[config.mk]
export PLATFORM = sky130hd
export DESIGN_NAME = mem_port_arbiter_flat
export DESIGN_NICKNAME = d
export VERILOG_FILES = /design/src/rtl/mem_port_arbiter_if.sv /design/src/rtl/mem_port_arbiter.sv /design/src/flat_wrapper.sv
export SDC_FILE = /design/constraint.sdc
export NUM_CORES = 1
export LEC_CHECK = 0
export ABC_AREA = 0
export BUFFER_PORTS_ARGS = -buffer_cell sky130_fd_sc_hd__buf_2
export CAP_MARGIN = 10
export CORE_AREA = 2 2 114 116
export CTS_BUF_LIST = sky130_fd_sc_hd__clkbuf_16
export CTS_CLUSTER_SIZE = 24
export DETAILED_ROUTE_END_ITERATION = 10
export DIE_AREA = 0 0 116 118
export PLACE_DENSITY = 0.85
export SETUP_SLACK_MARGIN = 0.3
export SYNTH_ARGS = -nofsm -noshare
export SYNTH_HDL_FRONTEND = slang
export SYNTH_SLANG_ARGS = --single-unit
[constraint.sdc]
create_clock -name clock -period 2.4 [get_ports clock]
set_input_delay 0.48 -clock clock [delete_from_list [all_inputs] [get_ports clock]]
set_output_delay 0.48 -clock clock [all_outputs]
set_load 0.005 [all_outputs]
[src/rtl/mem_port_arbiter_if.sv]
// rtl/mem_port_arbiter_if.sv - one requester port of the memory arbiter
interface mem_port_arbiter_if #(
   parameter int ADDR_W = 32,
   parameter int DATA_W = 32
);
   logic              req;
   logic              we;
   logic [ADDR_W-1:0] addr;
   logic [DATA_W-1:0] wdata;
   logic              ack;
   logic [DATA_W-1:0] rdata;

   // Requester side: holds req/we/addr/wdata level until it sees ack
   modport master (
      output req, we, addr, wdata,
      input  ack, rdata
   );

   // Arbiter side
   modport slave (
      input  req, we, addr, wdata,
      output ack, rdata
   );
endinterface

[src/rtl/mem_port_arbiter.sv]
// rtl/mem_port_arbiter.sv - two-port round-robin arbiter in front of a single-port memory
module mem_port_arbiter #(
   parameter int ADDR_W  = 32,
   parameter int DATA_W  = 32,
   parameter int MEM_LAT = 1
) (
   input  logic              clock,
   input  logic              reset,
   mem_port_arbiter_if.slave port0,
   mem_port_arbiter_if.slave port1,
   output logic [ADDR_W-1:0] mem_addr,
   output logic              mem_wr,
   output logic [DATA_W-1:0] mem_wdata,
   input  logic [DATA_W-1:0] mem_rdata,
   output logic              busy,
   output logic              owner
);

   // cnt only ever counts down from MEM_LAT-1, so it never needs to hold MEM_LAT+1
   localparam int CNT_W = (MEM_LAT < 1) ? 1 : $clog2(MEM_LAT + 1);

   if (MEM_LAT < 1) begin : g_bad_mem_lat
      $error("mem_port_arbiter: MEM_LAT must be >= 1");
   end

   typedef enum logic [1:0] {
      S_IDLE,
      S_ACCESS,
      S_DONE
   } state_t;

   state_t            state;
   logic [CNT_W-1:0]  cnt;
   logic              lat_we;
   logic              last_served;
   logic              ack0;
   logic              ack1;
   logic [DATA_W-1:0] rdata0;
   logic [DATA_W-1:0] rdata1;
   logic              win;

   // A lone request wins outright; on a tie the port not served last wins
   assign win = (port0.req && port1.req) ? ~last_served : port1.req;

   assign port0.ack   = ack0;
   assign port1.ack   = ack1;
   assign port0.rdata = rdata0;
   assign port1.rdata = rdata1;

   // Grant / access / complete sequencer; all outputs are registered here
   always_ff @(posedge clock or negedge reset) begin
      if (!reset) begin
         state       <= S_IDLE;
         cnt         <= '0;
         lat_we      <= 1'b0;
         last_served <= 1'b1;
         owner       <= 1'b0;
         mem_addr    <= '0;
         mem_wdata   <= '0;
         mem_wr      <= 1'b0;
         busy        <= 1'b0;
         ack0        <= 1'b0;
         ack1        <= 1'b0;
         rdata0      <= '0;
         rdata1      <= '0;
      end else begin
         // acks and the write strobe are single-cycle pulses
         ack0   <= 1'b0;
         ack1   <= 1'b0;
         mem_wr <= 1'b0;
         case (state)
            S_IDLE: begin
               if (port0.req || port1.req) begin
                  owner     <= win;
                  mem_addr  <= win ? port1.addr  : port0.addr;
                  mem_wdata <= win ? port1.wdata : port0.wdata;
                  lat_we    <= win ? port1.we    : port0.we;
                  mem_wr    <= win ? port1.we    : port0.we;
                  cnt       <= CNT_W'(MEM_LAT - 1);
                  busy      <= 1'b1;
                  state     <= S_ACCESS;
               end
            end
            S_ACCESS: begin
               if (cnt != '0) begin
                  cnt <= cnt - CNT_W'(1);
               end else begin
                  if (!lat_we) begin
                     if (owner) rdata1 <= mem_rdata;
                     else       rdata0 <= mem_rdata;
                  end
                  if (owner) ack1 <= 1'b1;
                  else       ack0 <= 1'b1;
                  last_served <= owner;
                  state       <= S_DONE;
               end
            end
            S_DONE: begin
               // requests are ignored here; the requester updates req on this edge
               busy  <= 1'b0;
               state <= S_IDLE;
            end
            default: begin
               busy  <= 1'b0;
               state <= S_IDLE;
            end
         endcase
      end
   end

endmodule

[src/flat_wrapper.sv]
// flat-port wrapper written by rule: the top's interface ports become plain ports
module mem_port_arbiter_flat 
#(
   parameter int ADDR_W  = 32,
   parameter int DATA_W  = 32,
   parameter int MEM_LAT = 1
)
  (clock, reset, mem_addr, mem_wr, mem_wdata, mem_rdata, busy, owner, port0_req, port0_we, port0_addr, port0_wdata, port0_ack, port0_rdata, port1_req, port1_we, port1_addr, port1_wdata, port1_ack, port1_rdata);
  mem_port_arbiter_if #(.ADDR_W(ADDR_W), .DATA_W(DATA_W)) port0_i ();
  mem_port_arbiter_if #(.ADDR_W(ADDR_W), .DATA_W(DATA_W)) port1_i ();
  input  logic clock;
  input  logic reset;
  output logic [ADDR_W-1:0] mem_addr;
  output logic mem_wr;
  output logic [DATA_W-1:0] mem_wdata;
  input  logic [DATA_W-1:0] mem_rdata;
  output logic busy;
  output logic owner;
  input wire logic [$bits(port0_i.req)-1:0] port0_req;
  input wire logic [$bits(port0_i.we)-1:0] port0_we;
  input wire logic [$bits(port0_i.addr)-1:0] port0_addr;
  input wire logic [$bits(port0_i.wdata)-1:0] port0_wdata;
  output wire logic [$bits(port0_i.ack)-1:0] port0_ack;
  output wire logic [$bits(port0_i.rdata)-1:0] port0_rdata;
  input wire logic [$bits(port1_i.req)-1:0] port1_req;
  input wire logic [$bits(port1_i.we)-1:0] port1_we;
  input wire logic [$bits(port1_i.addr)-1:0] port1_addr;
  input wire logic [$bits(port1_i.wdata)-1:0] port1_wdata;
  output wire logic [$bits(port1_i.ack)-1:0] port1_ack;
  output wire logic [$bits(port1_i.rdata)-1:0] port1_rdata;
  assign port0_i.req = port0_req;
  assign port0_i.we = port0_we;
  assign port0_i.addr = port0_addr;
  assign port0_i.wdata = port0_wdata;
  assign port0_ack = port0_i.ack;
  assign port0_rdata = port0_i.rdata;
  assign port1_i.req = port1_req;
  assign port1_i.we = port1_we;
  assign port1_i.addr = port1_addr;
  assign port1_i.wdata = port1_wdata;
  assign port1_ack = port1_i.ack;
  assign port1_rdata = port1_i.rdata;
  mem_port_arbiter #(.ADDR_W(ADDR_W), .DATA_W(DATA_W), .MEM_LAT(MEM_LAT)) u_core (.clock(clock), .reset(reset), .port0(port0_i), .port1(port1_i), .mem_addr(mem_addr), .mem_wr(mem_wr), .mem_wdata(mem_wdata), .mem_rdata(mem_rdata), .busy(busy), .owner(owner));
endmodule
==> impl_metrics.prom, run 1 <==
# TYPE chip_impl_metric gauge
chip_impl_metric{name="synth.distinct_cells",unit=""} 17
chip_impl_metric{name="ant_nets",unit=""} 0
chip_impl_info{name="min_path_type",value="primary input to async pin"} 1
chip_impl_metric{name="place_inst",unit=""} 830
chip_impl_metric{name="nets",unit=""} 843
chip_impl_info{name="critical_path_class",value="register to register"} 1
chip_impl_metric{name="vdd_drop_max",unit="mV"} 0.5963
chip_impl_metric{name="period_share",unit="%"} 77.39
chip_impl_metric{name="globalRouteOverflowTotal",unit=""} 0
chip_impl_metric{name="timing_hold_violations_final",unit=""} 0
chip_impl_metric{name="yosysSeqAreaShare",unit="%"} 55.73
chip_impl_metric{name="via_per_inst",unit=""} 4.930
chip_impl_metric{name="grt_pass1_wl",unit="um"} 23480
chip_impl_metric{name="floorplan.die.width",unit="um"} 116
chip_impl_metric{name="post_drt_wl_per_cell",unit="um"} 17.30
chip_impl_metric{name="power.density",unit="mW/mm2"} 1279
chip_impl_info{name="outcome",value="finished clean"} 1
chip_impl_metric{name="num-fill-cells",unit=""} 861
chip_impl_metric{name="drc",unit=""} 0
chip_impl_metric{name="clkTransAtPathRegs",unit="ns"} 0.06
chip_impl_metric{name="setup_slack",unit="ns"} 0.5426
chip_impl_metric{name="synthesis.area",unit="mm2"} 0.006153
chip_impl_metric{name="cts_hold_buf",unit=""} 0
chip_impl_metric{name="multi_input_comb_area",unit="mm2"} 0.002574
chip_impl_metric{name="area.sequential",unit="mm2"} 0.003430
chip_impl_metric{name="wirelength",unit="um"} 14920
chip_impl_metric{name="yosysWarnings",unit=""} 0
chip_impl_info{name="post_synth_main_area_contributors",value="sky130_fd_sc_hd__dfrtp_1 (55%), sky130_fd_sc_hd__mux2_2 (20%), sky130_fd_sc_hd__mux2_4 (20%), sky130_fd_sc_hd__buf_6 (1.1%), sky130_fd_sc_hd__buf_2 (0.98%)"} 1
chip_impl_info{name="top_layer_used",value="met4"} 1
chip_impl_metric{name="dr.first_iter.drc_count",unit=""} 150
chip_impl_metric{name="worst-r2r-setup-slack",unit="ns"} 0.54
chip_impl_metric{name="dpl.hpwl",unit="um"} 11340
chip_impl_metric{name="core_area",unit="mm2"} 0.01241
chip_impl_metric{name="floorplan.die_area",unit="mm2"} 0.01369
chip_impl_metric{name="min_period",unit="ns"} 1.857
chip_impl_metric{name="report.final.slew_viol_count",unit=""} 0
chip_impl_metric{name="cts.path.max_buffers",unit=""} 2
chip_impl_metric{name="critical_path_required",unit="ns"} 2.70
chip_impl_metric{name="finalSetupViolations",unit=""} 0
chip_impl_metric{name="row_count",unit=""} 41
chip_impl_metric{name="h_tree_levels",unit=""} 4
chip_impl_metric{name="clock.fmax",unit="GHz"} 0.5384
chip_impl_metric{name="gp_congestion",unit=""} 0.8008
chip_impl_metric{name="cap_violations",unit=""} 0
chip_impl_metric{name="postCtsSetupBuffers",unit=""} 0
chip_impl_metric{name="firstDrtPassIters",unit=""} 4
chip_impl_metric{name="area_growth_syn_to_layout",unit="%"} 36.62
chip_impl_metric{name="groute.usage.overall",unit="%"} 22.18
chip_impl_metric{name="worstMarginPinSlew",unit="ns"} 0.5515
chip_impl_metric{name="clock_sink_count",unit=""} 137
chip_impl_metric{name="route.met3.wl",unit="um"} 1223
chip_impl_metric{name="post_cts.resized_instances",unit=""} 0
chip_impl_metric{name="floorplan.die.height",unit="um"} 118
chip_impl_metric{name="cellLeakagePower",unit="uW"} 0.004310
chip_impl_metric{name="ffs_latches_synth",unit=""} 137
chip_impl_info{name="root_buffer",value="sky130_fd_sc_hd__clkbuf_16"} 1
chip_impl_info{name="rsz0062_at_grt",value="no"} 1
chip_impl_metric{name="clkLatencyLatePin",unit="ns"} 0.41
chip_impl_info{name="worst_setup_sp_type",value="register"} 1
chip_impl_metric{name="dr_wl_met2",unit="um"} 7842
chip_impl_metric{name="detailroute.via_count",unit=""} 4250
chip_impl_metric{name="met1_wirelength",unit="um"} 5604
chip_impl_metric{name="buffer_ports.inserted",unit=""} 298
chip_impl_metric{name="syn_avg_cell_area",unit="um2"} 16.63
chip_impl_metric{name="pin_count_of_the_biggest_net_entering_global_routing",unit=""} 62
chip_impl_metric{name="fin_skew",unit="ns"} 0.01008
chip_impl_metric{name="ports_placed_on_the_boundary",unit=""} 299
chip_impl_metric{name="mappedNetlistNets",unit=""} 536
chip_impl_metric{name="antenna_diode_instance_count",unit=""} 0
chip_impl_metric{name="dpl_worst_slack",unit="ns"} 0.4393
chip_impl_metric{name="synth_top_cell_area_share",unit="%"} 55.31
chip_impl_metric{name="final_cell_count_no_fill",unit=""} 862
chip_impl_metric{name="fin_tns_setup",unit="ns"} 0
chip_impl_metric{name="antenna_found_initial",unit=""} 0
chip_impl_info{name="cts_tree",value="done"} 1
chip_impl_metric{name="worst-endpoint-arrival",unit="ns"} 2.16
chip_impl_metric{name="post_route_cells_drive_above_1_share",unit="%"} 77.25
chip_impl_metric{name="worst_slew_margin_rel",unit="%"} 63.23
chip_impl_info{name="yosysTopAreaCell",value="sky130_fd_sc_hd__dfrtp_1"} 1
chip_impl_metric{name="postSynthCellCount",unit=""} 370
chip_impl_metric{name="cts_inserted_buffers",unit=""} 17
chip_impl_metric{name="critical_path.max_fanout",unit=""} 24
chip_impl_info{name="cp-end-kind",value="register"} 1
chip_impl_metric{name="via_count_of_the_first_global_routing_pass",unit=""} 4672
chip_impl_metric{name="initial_utilization",unit="%"} 49.57
[synthesized netlist by cell type, drive strengths merged]
cell type    n
dfrtp      136
o21ai        2
nand3b       1
mux2i        3
nor3         1
a21bo        1
mux2       192
nand2b       1
nand2        2
nor2         4
inv          6
dfstp        1
buf         20
[stage by stage]
step	power (uW)	instance area, um2	utilization, %	hold WS [ns]
floorplan	6658	6153	-	0.1844
global placement	8321	7878	63.45	0.4625
detailed placement	8536	7878	63.45	0.4734
CTS	10910	8407	67.72	0.04543
global route	11440	8407	67.72	0.07086
finish	10750	8407	67.72	0.03579
[logic make-up after synthesis]
| kind of cell | synth area share (%) |
|---|---|
| multiplexers | 40.50 |
| buffers and inverters | 2.684 |
| AO/OA/AOI/OAI | 0.3253 |
| flip-flops | 55.73 |
| AND/OR/NAND/NOR | 0.7524 |
[cell type report]
cell class / count / area share (%)
flip-flops and latches: 137 / 40.79
multi-input cells: 207 / 30.61
repair buffers: 308 / 19.45
clock buffers: 17 / 5.060
well taps: 172 / 2.560
clock inverters: 15 / 1.235
inverters: 6 / 0.2828
[report_power, final]
group | internal (uW) | total (uW) | switching, uW | leakage [uW]
clock | 1320 | 2320 | 1000 | 0.000255
combinational | 2640 | 4290 | 1650 | 0.00243
sequential | 3510 | 4150 | 641 | 0.00162
total | 7460 | 10800 | 3290 | 0.00431
[worst paths after layout]
kind | startpoint | to | cells past startpoint
max in group asynchronous | reset | u_core.mem_addr[28]$_DFFE_PN0P_ | 2
worst min register to register | u_core.port0.rdata[23]$_DFFE_PN0P_ | u_core.port0.rdata[23]$_DFFE_PN0P_ | 1
worst max register to register | u_core.last_served$_DFFE_PN1N_ | u_core.mem_addr[3]$_DFFE_PN0P_ | 4
min in group clock | mem_rdata[22] | u_core.port0.rdata[22]$_DFFE_PN0P_ | 2
worst min-delay path | reset | u_core.port1.rdata[23]$_DFFE_PN0P_ | 1
worst max-delay path | u_core.last_served$_DFFE_PN1N_ | u_core.mem_addr[3]$_DFFE_PN0P_ | 4
[cell usage in the layout (no fill, tap or decap)]
cell type,netlist,final
sky130_fd_sc_hd__clkinvlp_4,0,5
sky130_fd_sc_hd__inv_6,0,4
sky130_fd_sc_hd__nor2_2,0,1
sky130_fd_sc_hd__inv_1,6,7
sky130_fd_sc_hd__dfrtp_1,136,136
sky130_fd_sc_hd__mux2i_1,3,3
sky130_fd_sc_hd__clkinv_2,0,4
sky130_fd_sc_hd__buf_4,2,5
sky130_fd_sc_hd__a21bo_4,0,1
sky130_fd_sc_hd__mux2_2,110,110
sky130_fd_sc_hd__buf_12,0,5
sky130_fd_sc_hd__mux2_4,80,80
sky130_fd_sc_hd__dfstp_2,1,1
sky130_fd_sc_hd__nand2_1,2,2
sky130_fd_sc_hd__nand2b_1,1,1
sky130_fd_sc_hd__o21ai_0,2,2
sky130_fd_sc_hd__buf_2,12,297
sky130_fd_sc_hd__nor3_4,0,1
sky130_fd_sc_hd__buf_6,6,1
sky130_fd_sc_hd__clkinv_4,0,1
sky130_fd_sc_hd__mux2_1,2,2
sky130_fd_sc_hd__nand3b_1,1,1
sky130_fd_sc_hd__nor2_1,4,3
sky130_fd_sc_hd__clkbuf_16,0,17
[flip-flops by register name (all words and copies together), names as in the netlist]
register / count
u_core.port1.ack: 1
u_core.busy: 1
u_core.mem_wdata: 32
u_core.owner: 1
u_core.port0.ack: 1
u_core.port1.rdata: 32
u_core.last_served: 1
u_core.lat_we: 1
u_core.mem_addr: 32
u_core.mem_wr: 1
u_core.state: 2
u_core.port0.rdata: 32
[critical path, cell delays in order, from the launching register on]
cell and delay [ns]:
sky130_fd_sc_hd__dfstp_2 0.55, sky130_fd_sc_hd__a21bo_4 0.32, sky130_fd_sc_hd__buf_12 0.26, sky130_fd_sc_hd__mux2_2 0.35, sky130_fd_sc_hd__mux2_2 0.26
[layer usage]
metal	GRT usage, %	up-vias
met5	0	-
met4	7.738	0
met3	7.415	22
met2	39.36	186
met1	24.48	2100
li1	-	1942
Note: power is estimated with default switching activity, not from simulation.
==> run 2, diff against run 1 <==
--- a/config.mk
+++ b/config.mk
@@ -8,12 +8,11 @@
 export ABC_AREA = 0
 export BUFFER_PORTS_ARGS = -buffer_cell sky130_fd_sc_hd__buf_2
 export CAP_MARGIN = 10
-export CORE_AREA = 2 2 114 116
+export CORE_UTILIZATION = 46
 export CTS_BUF_LIST = sky130_fd_sc_hd__clkbuf_16
 export CTS_CLUSTER_SIZE = 24
 export DETAILED_ROUTE_END_ITERATION = 10
-export DIE_AREA = 0 0 116 118
-export PLACE_DENSITY = 0.85
+export PLACE_DENSITY = 0.8
 export SETUP_SLACK_MARGIN = 0.3
 export SYNTH_ARGS = -nofsm -noshare
 export SYNTH_HDL_FRONTEND = slang
==> constraint.sdc (replaced) <==
create_clock -name clock -period 1.85 [get_ports clock]
set_input_delay 0.37 -clock clock [delete_from_list [all_inputs] [get_ports clock]]
set_output_delay 0.37 -clock clock [all_outputs]
set_load 0.005 [all_outputs]
==> impl_metrics.prom, run 2 (synthesized netlist as in run 1, its figures left out) <==
# TYPE chip_impl_metric gauge
chip_impl_metric{name="clkTransAtPathRegs",unit="ns"} 0.06
chip_impl_metric{name="fin_tns_setup",unit="ns"} 0
chip_impl_metric{name="ports_placed_on_the_boundary",unit=""} 299
chip_impl_info{name="root_buffer",value="sky130_fd_sc_hd__clkbuf_16"} 1
chip_impl_metric{name="finalSetupViolations",unit=""} 0
chip_impl_metric{name="clock_sink_count",unit=""} 137
chip_impl_metric{name="fin_skew",unit="ns"} 0.005689
chip_impl_metric{name="dpl.hpwl",unit="um"} 11280
chip_impl_metric{name="clkLatencyLatePin",unit="ns"} 0.41
chip_impl_info{name="cts_tree",value="done"} 1
chip_impl_metric{name="antenna_found_initial",unit=""} 0
chip_impl_metric{name="report.final.slew_viol_count",unit=""} 0
chip_impl_metric{name="floorplan.die_area",unit="mm2"} 0.01384
chip_impl_metric{name="initial_utilization",unit="%"} 47.98
chip_impl_metric{name="post_route_cells_drive_above_1_share",unit="%"} 78.24
chip_impl_metric{name="groute.usage.overall",unit="%"} 24.07
chip_impl_info{name="cpMostUsedCell",value="sky130_fd_sc_hd__mux2_4"} 1
chip_impl_metric{name="vdd_drop_max",unit="mV"} 0.8426
chip_impl_metric{name="worst_slew_margin_rel",unit="%"} 71.31
chip_impl_metric{name="wirelength",unit="um"} 18020
chip_impl_metric{name="cap_violations",unit=""} 0
chip_impl_metric{name="period_share",unit="%"} 92.55
chip_impl_metric{name="critical_path.max_fanout",unit=""} 6
chip_impl_metric{name="nets",unit=""} 871
chip_impl_info{name="outcome",value="finished clean"} 1
chip_impl_metric{name="firstDrtPassIters",unit=""} 4
chip_impl_metric{name="power.density",unit="mW/mm2"} 1731
chip_impl_metric{name="post_drt_wl_per_cell",unit="um"} 20.26
chip_impl_metric{name="detailroute.via_count",unit=""} 4526
chip_impl_info{name="layout.cells.most_common_list",value="sky130_fd_sc_hd__buf_2 (297), sky130_fd_sc_hd__mux2_4 (152), sky130_fd_sc_hd__dfrtp_1 (135), sky130_fd_sc_hd__mux2_2 (39), sky130_fd_sc_hd__clkbuf_16 (25)"} 1
chip_impl_info{name="worst_setup_sp_type",value="register"} 1
chip_impl_metric{name="antenna_diode_instance_count",unit=""} 0
chip_impl_metric{name="dr.first_iter.drc_count",unit=""} 261
chip_impl_metric{name="min_period",unit="ns"} 1.712
chip_impl_metric{name="core_area",unit="mm2"} 0.01282
chip_impl_metric{name="floorplan.die.height",unit="um"} 117.7
chip_impl_info{name="critical_path_class",value="register to register"} 1
chip_impl_metric{name="timing_hold_violations_final",unit=""} 0
chip_impl_info{name="mostFrequentLayoutCell",value="sky130_fd_sc_hd__buf_2"} 1
chip_impl_metric{name="worstMarginPinSlew",unit="ns"} 0.4304
chip_impl_metric{name="drc",unit=""} 0
chip_impl_metric{name="pin_count_of_the_biggest_net_entering_global_routing",unit=""} 46
chip_impl_metric{name="cp.buffers_inverters",unit=""} 2
chip_impl_info{name="min_path_type",value="primary input to register"} 1
chip_impl_metric{name="h_tree_levels",unit=""} 4
chip_impl_metric{name="buffer_ports.inserted",unit=""} 298
chip_impl_metric{name="setup_slack",unit="ns"} 0.1378
chip_impl_info{name="rsz0062_at_grt",value="yes"} 1
chip_impl_metric{name="worst-endpoint-arrival",unit="ns"} 2.01
chip_impl_metric{name="gp_congestion",unit=""} 0.8568
chip_impl_metric{name="row_count",unit=""} 41
chip_impl_metric{name="cellLeakagePower",unit="uW"} 0.004830
chip_impl_metric{name="final_cell_count_no_fill",unit=""} 889
chip_impl_info{name="timing.critical_path.cells",value="a21bo_4 -> buf_6 -> clkbuf_16 -> mux2_4 -> mux2_4"} 1
chip_impl_info{name="cp-end-kind",value="register"} 1
chip_impl_metric{name="area_growth_syn_to_layout",unit="%"} 50.43
chip_impl_metric{name="ant_nets",unit=""} 0
chip_impl_metric{name="critical_path.max_stage_delay",unit="ns"} 0.53
chip_impl_metric{name="cts.path.max_buffers",unit=""} 2
chip_impl_metric{name="globalRouteOverflowTotal",unit=""} 0
chip_impl_metric{name="via_per_inst",unit=""} 5.091
chip_impl_metric{name="cts_inserted_buffers",unit=""} 17
chip_impl_metric{name="floorplan.die.width",unit="um"} 117.7
chip_impl_metric{name="grt_pass1_wl",unit="um"} 25670
chip_impl_metric{name="clock.fmax",unit="GHz"} 0.5841
chip_impl_info{name="critPathTopFamily",value="multiplexers"} 1
chip_impl_metric{name="dpl_worst_slack",unit="ns"} 0.1002
chip_impl_metric{name="place_inst",unit=""} 834
chip_impl_metric{name="critical_path_required",unit="ns"} 2.14
chip_impl_metric{name="via_count_of_the_first_global_routing_pass",unit=""} 4854
chip_impl_info{name="worst_path_cell_with_the_longest_stage_delay",value="sky130_fd_sc_hd__dfstp_2"} 1
-- run 2: worst register-to-register path: stages, from the launching register on --
cell	delay, ns
sky130_fd_sc_hd__dfstp_2	0.53
sky130_fd_sc_hd__a21bo_4	0.20
sky130_fd_sc_hd__buf_6	0.15
sky130_fd_sc_hd__clkbuf_16	0.15
sky130_fd_sc_hd__mux2_4	0.30
sky130_fd_sc_hd__mux2_4	0.26
-- run 2: cell type report --
class / instances / area, um2
Clock buffer: 17 / 425.4
Clock inverter: 14 / 181.4
Fill cell: 869 / 3568
Inverter: 6 / 23.77
Multi-Input combinational cell: 207 / 2856
Sequential cell: 137 / 3431
Tap cell: 172 / 215.2
Timing Repair Buffer: 336 / 2123
-- run 2: worst paths after layout --
path	depth (start not counted)	start	end	slack, ns
setup reg to reg	5	u_core.last_served$_DFFE_PN1N_	u_core.mem_wdata[0]$_DFFE_PN0P_	0.14
min in group asynchronous	2	reset	u_core.port0.rdata[9]$_DFFE_PN0P_	0.44
max in group asynchronous	3	reset	u_core.port1.rdata[20]$_DFFE_PN0P_	0.82
hold / removal	2	mem_rdata[16]	u_core.port1.rdata[16]$_DFFE_PN0P_	0.20
hold reg to reg	2	u_core.last_served$_DFFE_PN1N_	u_core.last_served$_DFFE_PN1N_	0.48
setup / recovery	5	u_core.last_served$_DFFE_PN1N_	u_core.mem_wdata[0]$_DFFE_PN0P_	0.14
-- run 2: repair_timing --
item                                   4_1_cts  5_1_grt
hold buffers                                 1        0
setup buffers                                6        5
setup endpoints to repair                   67      129
gates cloned                                 3        9
resized for setup                           27       66
endpoints found under the hold margin       41        0
pin swaps                                    1        3
-- run 2: per-stage QoR --
stage	cell area [um2]	hold slack [ns]	utilization, %	total power [uW]
after floorplan	6168	0.07441	-	8651
after global placement	7920	0.3170	61.76	10850
after detailed placement	7920	0.3250	61.76	11120
after CTS	8783	0.1800	68.49	15100
after global routing	9256	0.1883	72.18	16770
final	9256	0.2019	72.18	16030
-- run 2: power by group --
group          internal [uW]  switching (uW)
Sequential              4560             929
Clock                   2230            1260
Combinational           4430            2620
-- run 2: layer usage --
| metal | global-route usage [%] | vias up | part of all wire (%) |
|---|---|---|---|
| li1 | - | 1980 | - |
| met1 | 26.78 | 2275 | 40 |
| met2 | 41.95 | 216 | 51 |
| met3 | 6.008 | 55 | 4.9 |
| met4 | 13.46 | 0 | 4.0 |
| met5 | 0 | - | 0 |
==> run 3, diff against run 2 <==
--- a/config.mk
+++ b/config.mk
@@ -6,6 +6,7 @@
 export NUM_CORES = 1
 export LEC_CHECK = 0
 export ABC_AREA = 0
+export ABC_CLOCK_PERIOD_IN_PS = 1850
 export BUFFER_PORTS_ARGS = -buffer_cell sky130_fd_sc_hd__buf_2
 export CAP_MARGIN = 10
 export CORE_UTILIZATION = 46
@@ -13,7 +14,6 @@
 export CTS_CLUSTER_SIZE = 24
 export DETAILED_ROUTE_END_ITERATION = 10
 export PLACE_DENSITY = 0.8
-export SETUP_SLACK_MARGIN = 0.3
 export SYNTH_ARGS = -nofsm -noshare
 export SYNTH_HDL_FRONTEND = slang
 export SYNTH_SLANG_ARGS = --single-unit
==> impl_metrics.prom, run 3 (synthesized netlist as in run 1, its figures left out) <==
# TYPE chip_impl_metric gauge
chip_impl_info{name="outcome",value="finished clean"} 1
chip_impl_info{name="root_buffer",value="sky130_fd_sc_hd__clkbuf_16"} 1
chip_impl_info{name="layout.cells.most_common_list",value="sky130_fd_sc_hd__buf_2 (297), sky130_fd_sc_hd__dfrtp_1 (136), sky130_fd_sc_hd__mux2_2 (110), sky130_fd_sc_hd__mux2_4 (80), sky130_fd_sc_hd__clkbuf_16 (17)"} 1
chip_impl_metric{name="clkLatencyLatePin",unit="ns"} 0.41
chip_impl_metric{name="drc",unit=""} 0
chip_impl_metric{name="nets",unit=""} 849
chip_impl_metric{name="num-fill-cells",unit=""} 948
chip_impl_info{name="crit-reg2reg-launch",value="u_core.last_served$_DFFE_PN1N_"} 1
chip_impl_metric{name="ant_nets",unit=""} 0
chip_impl_info{name="cts_tree",value="done"} 1
chip_impl_metric{name="floorplan.die_area",unit="mm2"} 0.01384
chip_impl_metric{name="antenna_diode_instance_count",unit=""} 0
chip_impl_metric{name="power.density",unit="mW/mm2"} 1686
chip_impl_metric{name="detailroute.via_count",unit=""} 4227
chip_impl_metric{name="reg2regPathDepth",unit=""} 4
chip_impl_metric{name="h_tree_levels",unit=""} 4
chip_impl_metric{name="worst-r2r-setup-slack",unit="ns"} 0.15
chip_impl_metric{name="report.final.slew_viol_count",unit=""} 0
chip_impl_metric{name="dr.first_iter.drc_count",unit=""} 179
chip_impl_info{name="cp-end-kind",value="register"} 1
chip_impl_metric{name="initial_utilization",unit="%"} 47.98
chip_impl_metric{name="min_period",unit="ns"} 1.704
chip_impl_metric{name="groute.usage.overall",unit="%"} 22.53
chip_impl_metric{name="setup_slack",unit="ns"} 0.1465
chip_impl_metric{name="vdd_drop_max",unit="mV"} 0.8012
chip_impl_metric{name="timing_hold_violations_final",unit=""} 0
chip_impl_info{name="min_path_type",value="primary input to register"} 1
chip_impl_info{name="worst_path_cell_with_the_longest_stage_delay",value="sky130_fd_sc_hd__dfstp_2"} 1
chip_impl_metric{name="pin_count_of_the_biggest_net_entering_global_routing",unit=""} 59
chip_impl_metric{name="cellLeakagePower",unit="uW"} 0.004387
chip_impl_metric{name="firstDrtPassIters",unit=""} 4
chip_impl_info{name="timing.critical_path.cells",value="a21bo_4 -> buf_12 -> mux2_2 -> mux2_2"} 1
chip_impl_metric{name="row_count",unit=""} 41
chip_impl_metric{name="core_area",unit="mm2"} 0.01282
chip_impl_metric{name="ports_placed_on_the_boundary",unit=""} 299
chip_impl_metric{name="critical_path.max_fanout",unit=""} 27
chip_impl_metric{name="critical_path.max_stage_delay",unit="ns"} 0.54
chip_impl_metric{name="period_share",unit="%"} 92.08
chip_impl_metric{name="globalRouteOverflowTotal",unit=""} 0
chip_impl_info{name="worst_setup_sp_type",value="register"} 1
chip_impl_metric{name="worst_slew_margin_rel",unit="%"} 69.95
chip_impl_info{name="whs_endpoint",value="u_core.port0.rdata[23]$_DFFE_PN0P_"} 1
chip_impl_metric{name="grt_pass1_wl",unit="um"} 24180
chip_impl_metric{name="via_per_inst",unit=""} 4.870
chip_impl_metric{name="finalSetupViolations",unit=""} 0
chip_impl_metric{name="critical_path_required",unit="ns"} 2.15
chip_impl_metric{name="via_count_of_the_first_global_routing_pass",unit=""} 4708
chip_impl_info{name="cpMostUsedCell",value="sky130_fd_sc_hd__mux2_2"} 1
chip_impl_metric{name="clock.fmax",unit="GHz"} 0.5870
chip_impl_metric{name="hold_critical_path_depth",unit=""} 2
chip_impl_info{name="crit-reg2reg-capture",value="u_core.mem_wdata[31]$_DFFE_PN0P_"} 1
chip_impl_metric{name="dpl.hpwl",unit="um"} 11100
chip_impl_metric{name="dpl_worst_slack",unit="ns"} 0.1301
chip_impl_info{name="critical_path_class",value="register to register"} 1
chip_impl_metric{name="post_drt_wl_per_cell",unit="um"} 17.28
chip_impl_info{name="mostFrequentLayoutCell",value="sky130_fd_sc_hd__buf_2"} 1
chip_impl_info{name="rsz0062_at_grt",value="no"} 1
chip_impl_metric{name="clkTransAtPathRegs",unit="ns"} 0.06
chip_impl_metric{name="worst-endpoint-arrival",unit="ns"} 2.00
chip_impl_metric{name="cts_inserted_buffers",unit=""} 17
chip_impl_info{name="worst_hold_path_startpoint",value="mem_rdata[23]"} 1
chip_impl_metric{name="floorplan.die.height",unit="um"} 117.7
chip_impl_metric{name="cts.path.max_buffers",unit=""} 2
chip_impl_metric{name="gp_congestion",unit=""} 0.8130
chip_impl_metric{name="cap_violations",unit=""} 0
chip_impl_metric{name="post_cts.resized_instances",unit=""} 0
chip_impl_metric{name="area_growth_syn_to_layout",unit="%"} 39.20
chip_impl_metric{name="fin_skew",unit="ns"} 0.008340
chip_impl_metric{name="buffer_ports.inserted",unit=""} 298
chip_impl_metric{name="antenna_found_initial",unit=""} 0
chip_impl_metric{name="wirelength",unit="um"} 15000
chip_impl_metric{name="fin_tns_setup",unit="ns"} 0
chip_impl_metric{name="clock_sink_count",unit=""} 137
chip_impl_metric{name="worstMarginPinSlew",unit="ns"} 0.4508
chip_impl_metric{name="post_route_cells_drive_above_1_share",unit="%"} 77.30
chip_impl_metric{name="floorplan.die.width",unit="um"} 117.7
[run 3: cell types whose count changed in the layout (fill, tap and decap cells not counted), sizes merged]
cell / delta
buf: -14
bufinv: -1
clkbuf: -8
clkinv: -1
clkinvlp: +2
inv: +1
[run 3: final cells by class]
cell class | instances | area (um2) | area share (%)
sequential | 137 | 3430 | 40.04
multi-input combinational | 207 | 2574 | 30.05
timing repair buffer | 314 | 1720 | 20.08
clock buffer | 17 | 425.4 | 4.966
tap | 172 | 215.2 | 2.512
clock inverter | 15 | 177.7 | 2.074
inverter | 6 | 23.77 | 0.2775
[run 3: worst max-delay path by stage]
stage	startpoint	end
floorplan	u_core.last_served$_DFFE_PN1N_	u_core.mem_wdata[14]$_DFFE_PN0P_
finish	u_core.last_served$_DFFE_PN1N_	u_core.mem_wdata[31]$_DFFE_PN0P_
global route	u_core.state[1]$_DFFE_PN0P_	u_core.mem_addr[3]$_DFFE_PN0P_
CTS	u_core.last_served$_DFFE_PN1N_	u_core.mem_wdata[31]$_DFFE_PN0P_
detailed placement	u_core.last_served$_DFFE_PN1N_	u_core.mem_wdata[31]$_DFFE_PN0P_
global placement	port1_req	u_core.mem_wdata[31]$_DFFE_PN0P_
[run 3: what timing repair did]
action	4_1_cts	5_1_grt
buffers inserted	0	0
endpoints found under the hold margin	37	0
hold buffers	1	0
endpoints found under the setup margin	0	0
[run 3: metrics by stage]
step                hold slack [ns]  total power [uW]  util, %  area (um2)  std cells
global route                 0.1810             15240    66.79        8566        868
detailed placement           0.3405             11100    62.01        7953        835
floorplan                   0.07441              8638        -        6153        370
finish                       0.1946             14440    66.79        8566        868
CTS                          0.1699             14620    66.79        8566        868
global placement             0.3302             10840    62.01        7953        835
[run 3: report_power, final]
group,internal (uW),total [uW],switching (uW)
registers,4550,5380,833
clock network,2120,3420,1300
logic,3470,5630,2170
total,10100,14400,4300
[run 3: worst max-delay path: cells and delay by family (launching register included)]
family	cells	cell delay [ns]
buf+inv	1	0.24
flops	1	0.54
compound gates	1	0.18
mux	2	0.63
[run 3: per-layer routing]
| metal | global-route usage (%) | up-vias | part of all wire, % | routed length (um) |
|---|---|---|---|---|
| met1 | 25.86 | 2026 | 39 | 5802 |
| met3 | 6.783 | 32 | 7.5 | 1124 |
| met5 | 0 | - | 0 | 0 |
| li1 | - | 1958 | - | - |
| met4 | 9.936 | 0 | 2.6 | 385 |
| met2 | 38.68 | 211 | 51 | 7688 |
